$ cat config.mk
export PLATFORM = sky130hd
export DESIGN_NAME = y_frame_gen
export DESIGN_NICKNAME = d
export VERILOG_FILES = /design/src/rtl/y_frame_gen.sv
export SDC_FILE = /design/constraint.sdc
export NUM_CORES = 1
export LEC_CHECK = 0
export ABC_AREA = 0
export CAP_MARGIN = 20
export CORE_ASPECT_RATIO = 1.5
export CORE_UTILIZATION = 54
export DETAILED_ROUTE_END_ITERATION = 10
export PLACE_DENSITY_LB_ADDON = 0.15
export SLEW_MARGIN = 20
export SYNTH_ARGS = -nofsm -noshare
export SYNTH_HDL_FRONTEND = slang
export SYNTH_SLANG_ARGS = --single-unit
$ cat constraint.sdc
create_clock -name clk -period 3.1 [get_ports clk]
set_input_delay 0.93 -clock clk [delete_from_list [all_inputs] [get_ports clk]]
set_output_delay 0.93 -clock clk [all_outputs]
set_load 0.1 [all_outputs]
$ cat src/rtl/y_frame_gen.sv
// ---------------------------------------------------------------------------
// y_frame_gen
// Synthetic Y-channel video source. Generates per_frame_vsync /
// per_frame_href / per_frame_clken / per_img_Y timing for a frame of
// (V_SYNC + V_BACK + IMG_VDISP) lines of (IMG_HDISP + H_BLANK) pixel ticks,
// filled with one of four test patterns chosen at frame start.
//
// Ports:
//   clk              pixel/system clock, all logic on the rising edge
//   rst              synchronous active-high reset
//   enable           level; requests frames (sampled in IDLE and at frame end)
//   pattern_sel[1:0] 0 h-ramp, 1 v-ramp, 2 8x8 checkerboard, 3 diagonal ramp
//   per_frame_vsync  high during the first V_SYNC lines of a frame
//   per_frame_href   high on active pixels only
//   per_frame_clken  one-clock strobe per pixel tick
//   per_img_Y[7:0]   pixel brightness, 0 whenever href is low
//   frame_done       one-clock pulse with the clken of the last frame tick
// ---------------------------------------------------------------------------
module y_frame_gen #(
    parameter logic [9:0] IMG_HDISP = 10'd640,
    parameter logic [9:0] IMG_VDISP = 10'd480,
    parameter logic [9:0] H_BLANK   = 10'd160,
    parameter logic [9:0] V_SYNC    = 10'd2,
    parameter logic [9:0] V_BACK    = 10'd2,
    parameter logic [3:0] CLKEN_DIV = 4'd1
) (
    input  logic       clk,
    input  logic       rst,
    input  logic       enable,
    input  logic [1:0] pattern_sel,
    output logic       per_frame_vsync,
    output logic       per_frame_href,
    output logic       per_frame_clken,
    output logic [7:0] per_img_Y,
    output logic       frame_done
);

    localparam logic [0:0] ST_IDLE = 1'b0;
    localparam logic [0:0] ST_RUN  = 1'b1;

    // Line counter is 12 bits wide so that V_SYNC+V_BACK+IMG_VDISP can never
    // overflow it, whatever the 10-bit parameters are set to.
    localparam logic [9:0]  LINE_LAST    = IMG_HDISP + H_BLANK - 10'd1;
    localparam logic [11:0] VSYNC_END    = {2'b00, V_SYNC};
    localparam logic [11:0] ACTIVE_START = {2'b00, V_SYNC} + {2'b00, V_BACK};
    localparam logic [11:0] FRAME_LAST   = ACTIVE_START + {2'b00, IMG_VDISP} - 12'd1;
    localparam logic [3:0]  DIV_LAST     = CLKEN_DIV - 4'd1;

    // Test pattern value for an active pixel; only the low 8 bits of x and y
    // matter because every pattern is truncated to 8 bits.
    function automatic logic [7:0] pattern_pix(
        input logic [1:0] sel,
        input logic [7:0] x,
        input logic [7:0] y
    );
        logic [7:0] pix;
        case (sel)
            2'd0:    pix = x;
            2'd1:    pix = y;
            2'd2:    pix = (x[3] ^ y[3]) ? 8'hFF : 8'h00;
            2'd3:    pix = x + y;
            default: pix = 8'h00;
        endcase
        return pix;
    endfunction

    logic [0:0]  state_r;
    logic [3:0]  div_r;
    logic [9:0]  col_r;
    logic [11:0] line_r;
    logic [1:0]  pat_r;

    logic        vsync_r;
    logic        href_r;
    logic        clken_r;
    logic [7:0]  y_r;
    logic        done_r;

    logic        tick_s;
    logic        last_col_s;
    logic        last_line_s;
    logic        frame_end_s;
    logic        vsync_s;
    logic        href_s;
    logic [7:0]  y_row_s;
    logic [7:0]  pix_s;
    logic [9:0]  col_nxt_s;
    logic [11:0] line_nxt_s;

    // Tick detection and the output values for the current position (l, c).
    always_comb begin
        tick_s      = (state_r == ST_RUN) && (div_r == DIV_LAST);
        last_col_s  = (col_r == LINE_LAST);
        last_line_s = (line_r == FRAME_LAST);
        frame_end_s = tick_s && last_col_s && last_line_s;
        vsync_s     = (line_r < VSYNC_END);
        href_s      = (line_r >= ACTIVE_START) && (col_r < IMG_HDISP);
        // Only the low byte of y is consumed, so subtract modulo 256.
        y_row_s     = line_r[7:0] - ACTIVE_START[7:0];
        if (href_s) begin
            pix_s = pattern_pix(pat_r, col_r[7:0], y_row_s);
        end else begin
            pix_s = 8'h00;
        end
    end

    // Next raster position: column wraps at the end of a line, line wraps at
    // the end of the frame so back-to-back frames need no extra cycle.
    always_comb begin
        col_nxt_s  = col_r + 10'd1;
        line_nxt_s = line_r;
        if (last_col_s) begin
            col_nxt_s = 10'd0;
            if (last_line_s) begin
                line_nxt_s = 12'd0;
            end else begin
                line_nxt_s = line_r + 12'd1;
            end
        end else begin
            col_nxt_s  = col_r + 10'd1;
            line_nxt_s = line_r;
        end
    end

    // Frame state machine, pixel divider, raster counters and output registers.
    always_ff @(posedge clk) begin
        if (rst) begin
            state_r <= ST_IDLE;
            div_r   <= 4'd0;
            col_r   <= 10'd0;
            line_r  <= 12'd0;
            pat_r   <= 2'd0;
            vsync_r <= 1'b0;
            href_r  <= 1'b0;
            clken_r <= 1'b0;
            y_r     <= 8'h00;
            done_r  <= 1'b0;
        end else begin
            case (state_r)
                ST_IDLE: begin
                    div_r   <= 4'd0;
                    col_r   <= 10'd0;
                    line_r  <= 12'd0;
                    pat_r   <= pattern_sel;
                    vsync_r <= 1'b0;
                    href_r  <= 1'b0;
                    clken_r <= 1'b0;
                    y_r     <= 8'h00;
                    done_r  <= 1'b0;
                    if (enable) begin
                        state_r <= ST_RUN;
                    end else begin
                        state_r <= ST_IDLE;
                    end
                end
                ST_RUN: begin
                    if (tick_s) begin
                        // Outputs describe the position held before this edge.
                        div_r   <= 4'd0;
                        clken_r <= 1'b1;
                        vsync_r <= vsync_s;
                        href_r  <= href_s;
                        y_r     <= pix_s;
                        done_r  <= frame_end_s;
                        col_r   <= col_nxt_s;
                        line_r  <= line_nxt_s;
                        if (frame_end_s) begin
                            // Frame boundary is the only place a new pattern
                            // or a stop request takes effect.
                            if (enable) begin
                                pat_r   <= pattern_sel;
                                state_r <= ST_RUN;
                            end else begin
                                pat_r   <= pat_r;
                                state_r <= ST_IDLE;
                            end
                        end else begin
                            pat_r   <= pat_r;
                            state_r <= ST_RUN;
                        end
                    end else begin
                        // Between ticks vsync/href/Y hold their values.
                        div_r   <= div_r + 4'd1;
                        clken_r <= 1'b0;
                        done_r  <= 1'b0;
                        state_r <= ST_RUN;
                    end
                end
                default: begin
                    state_r <= ST_IDLE;
                    div_r   <= 4'd0;
                    col_r   <= 10'd0;
                    line_r  <= 12'd0;
                    pat_r   <= 2'd0;
                    vsync_r <= 1'b0;
                    href_r  <= 1'b0;
                    clken_r <= 1'b0;
                    y_r     <= 8'h00;
                    done_r  <= 1'b0;
                end
            endcase
        end
    end

    assign per_frame_vsync = vsync_r;
    assign per_frame_href  = href_r;
    assign per_frame_clken = clken_r;
    assign per_img_Y       = y_r;
    assign frame_done      = done_r;

endmodule
==> results.sh <==
export IMPL_synthSimpleGateAreaFrac_pct=24.6
export IMPL_power_leakage_nw=1.13
export IMPL_hpwl_um=4000
export IMPL_grt_max_degree=18
export IMPL_power_density_nw_per_um2=359
export IMPL_grt_pass1_wl_um=8970
export IMPL_antenna_left=0
export IMPL_grt_pass1_vias=1914
export IMPL_area_delta_synth_final_pct=9.66
export IMPL_ir_drop_v=0.000269
export IMPL_drt_wirelength_per_cell_um=15.9
export IMPL_n_fill_cell=387
export IMPL_initial_utilization_pct=57.2
export IMPL_synth_commonest_cells="dfxtp_1 (41), nand2_1 (18), nor2_1 (17)"
export IMPL_hold_viol_final=0
export IMPL_yosys_area_top_type="dfxtp_1"
export IMPL_outcome="finished clean"
export IMPL_core_area_um2=4280
export IMPL_synth_most_common_cell="dfxtp_1"
export IMPL_finalSetupViolCount=0
export IMPL_num_rows=29
export IMPL_crit_path_start_kind="flop"
export IMPL_totalPowerFinal_mw=0.965
export IMPL_numPortBuffers=16
export IMPL_post_dp_cell_area_um2=2600
export IMPL_first_pass_iters=4
export IMPL_via_per_inst=6.15
export IMPL_min_path_type="reg2reg"
export IMPL_slowest_delay_ns=0.36
export IMPL_design_area_um2=2680
export IMPL_antenna_found_initial=0
export IMPL_cts_tree="yes"
export IMPL_root_buffer="clkbuf_8"
export IMPL_syn_nets=293
export IMPL_final_max_slew_viol_count=0
export IMPL_seq_area_frac_synth_pct=33.5
export IMPL_placedCellCount=324
export IMPL_cpMostUsedCell="ha_1"
export IMPL_worst_slew_pin_slew_ns=0.629
export IMPL_final_core_util_pct=62.7
export IMPL_die_h_um=84.5
export IMPL_fp_dieW_um=57.0
export IMPL_clk_insertion_delay_late_ns=0.29
export IMPL_gr_usage_all_layers_pct=24.1
export IMPL_avgSynthCellArea_um2=8.96
export IMPL_skew_ns=0.00608
export IMPL_synthXorXnorAreaFrac_pct=7.72
export IMPL_clkTransAtPathRegs_ns=0.07
export IMPL_synthCells=273
export IMPL_cp_end_kind="flop"
export IMPL_cts_sinks=41
export IMPL_relSlewSlack_pct=58.0
export IMPL_synth_top_area_share_pct=33.5
export IMPL_htreeDepth=2
export IMPL_num_vias=2037
export IMPL_drtIter0Drc=46
export IMPL_synth_compound_area_share_pct=16.7
export IMPL_die_area_um2=4810
export IMPL_path_buf_inv=1
export IMPL_fin_cells=331
export IMPL_drive_above_1_share_pct=11.9
export IMPL_post_route_period_util_pct=82.9
export IMPL_io_pins=17
export IMPL_cp_cell_sequence="inv_1, ha_1, nor3b_1, xor2_1, ha_1, or3_1, mux2i_1, nor4_1, a32o_1"
export IMPL_ys_flop_type="dfxtp_1"
export IMPL_grt_overflow=0
export IMPL_ys_async_sr_fraction_pct=0
export IMPL_post_cts_resized=0
export IMPL_cts_hold_buf=0
export IMPL_synthTopCellsByArea="dfxtp_1 (34%), ha_1 (7.2%), xnor2_1 (4.3%)"
export IMPL_crit_family="simple AND/OR/NAND/NOR gates"
export IMPL_fmax_mhz=389
export IMPL_cts_setup_buffers=0
export IMPL_crit_slowest_cell="dfxtp_1"
export IMPL_fin_crit_ns=2.57
export IMPL_synthDistinctLibCells=54
export IMPL_worst_setup_path_type="reg2reg"
export IMPL_cts_made_buffers=5
export IMPL_muxShareOfSynthArea_pct=4.91
export IMPL_synth_fa_ha_area_share_pct=7.98
export IMPL_arrival_ns=2.76
export IMPL_synth_area_um2=2450
export IMPL_synth_edff_count=0
export IMPL_crit_fanout=6
export IMPL_fin_tns_setup_ns=0
export IMPL_rsz0062_at_grt="false"
export IMPL_yosys_warnings=0
export IMPL_drv_cap=0
export IMPL_n_antenna_cell=0
export IMPL_place_congestion=0.864
export IMPL_synth_top_family_by_area="simple AND/OR/NAND/NOR gates"
export IMPL_ys_ff_latch=41
export IMPL_drc=0
export IMPL_cts_buffer_depth=2
export IMPL_final_nets=305
export IMPL_cp_required_ns=3.29
export IMPL_drt_total_wl_um=5270
metrics by stage:
step	hold slack [ns]	setup WS, ns
6_report	0.456	0.530
5_1_grt	0.476	0.386
4_1_cts	0.459	0.535
3_5_place_dp	0.442	0.297
3_3_place_gp	0.435	0.365
2_1_floorplan	0.457	0.777
worst paths after layout:
kind / startpoint / end / slack, ns / depth (start not counted)
worst max-delay path: line_r[2]$_SDFFE_PP0P_ / per_img_Y[6]$_SDFFE_PP0P_ / 0.53 / 9
worst min-delay path: per_frame_href$_SDFFE_PP0P_ / per_frame_href$_SDFFE_PP0P_ / 0.46 / 1
worst max register to register: line_r[2]$_SDFFE_PP0P_ / per_img_Y[6]$_SDFFE_PP0P_ / 0.53 / 9
worst min register to register: per_frame_href$_SDFFE_PP0P_ / per_frame_href$_SDFFE_PP0P_ / 0.46 / 1
layout by cell type, fill, tap and decap left out, types with 2 or more instances in the layout:
| cell type | n |
|---|---|
| nor2_1 | 17 |
| dfxtp_1 | 41 |
| inv_1 | 12 |
| clkdlybuf4s50_1 | 4 |
| mux2i_1 | 3 |
| xnor2_1 | 12 |
| and4_1 | 3 |
| nand3_1 | 12 |
| nand4_1 | 4 |
| nor4_1 | 3 |
| a22o_1 | 7 |
| nand2b_1 | 2 |
| xor2_1 | 7 |
| ha_1 | 14 |
| mux4_2 | 4 |
| a211oi_1 | 3 |
| and2_1 | 2 |
| a21o_1 | 6 |
| a21oi_1 | 12 |
| o21ai_0 | 13 |
| and3_1 | 12 |
| o22ai_1 | 3 |
| nor3_1 | 11 |
| a32o_1 | 2 |
| buf_4 | 16 |
| nor3b_1 | 3 |
| or3_1 | 8 |
| clkbuf_8 | 6 |
| nand2_1 | 18 |
where the power goes:
part           leakage (nW)  internal, mW  switching [mW]
registers             0.332         0.532          0.0140
logic                 0.758        0.0285          0.0364
clock network        0.0443         0.177           0.177
total                  1.13         0.737           0.227
cell type report:
cell class | count | area, µm² | area share (%)
multi-input cells | 205 | 1510 | 56.4
flip-flops and latches | 41 | 821 | 30.6
clock buffers | 7 | 86.3 | 3.22
repair buffers | 20 | 160 | 5.97
well taps | 46 | 57.6 | 2.14
inverters | 12 | 45.0 | 1.68
layer usage:
metal	vias up	track usage, %	wire length [µm]
met5	-	0	0
met4	0	10.9	117
met3	11	4.78	191
met2	47	41.4	2640
met1	954	28.6	2320
li1	1025	-	-
sequential cells by signal, summed over array words and instances (netlist names):
signal           count
line_r              12
div_r                4
per_img_Y            8
state_r              1
per_frame_href       1
pat_r                2
frame_done           1
col_r               10
per_frame_vsync      1
per_frame_clken      1
cell families after synthesis:
| logic type | Yosys count |
|---|---|
| buffers and inverters | 27 |
| AOI/OAI and AO/OA | 58 |
| adders and majority gates | 15 |
| xor gates and xnor gates | 20 |
| muxes | 7 |
| DFF | 41 |
| and+or+nand+nor | 105 |
No activity file was read; power rests on OpenSTA's default activity.
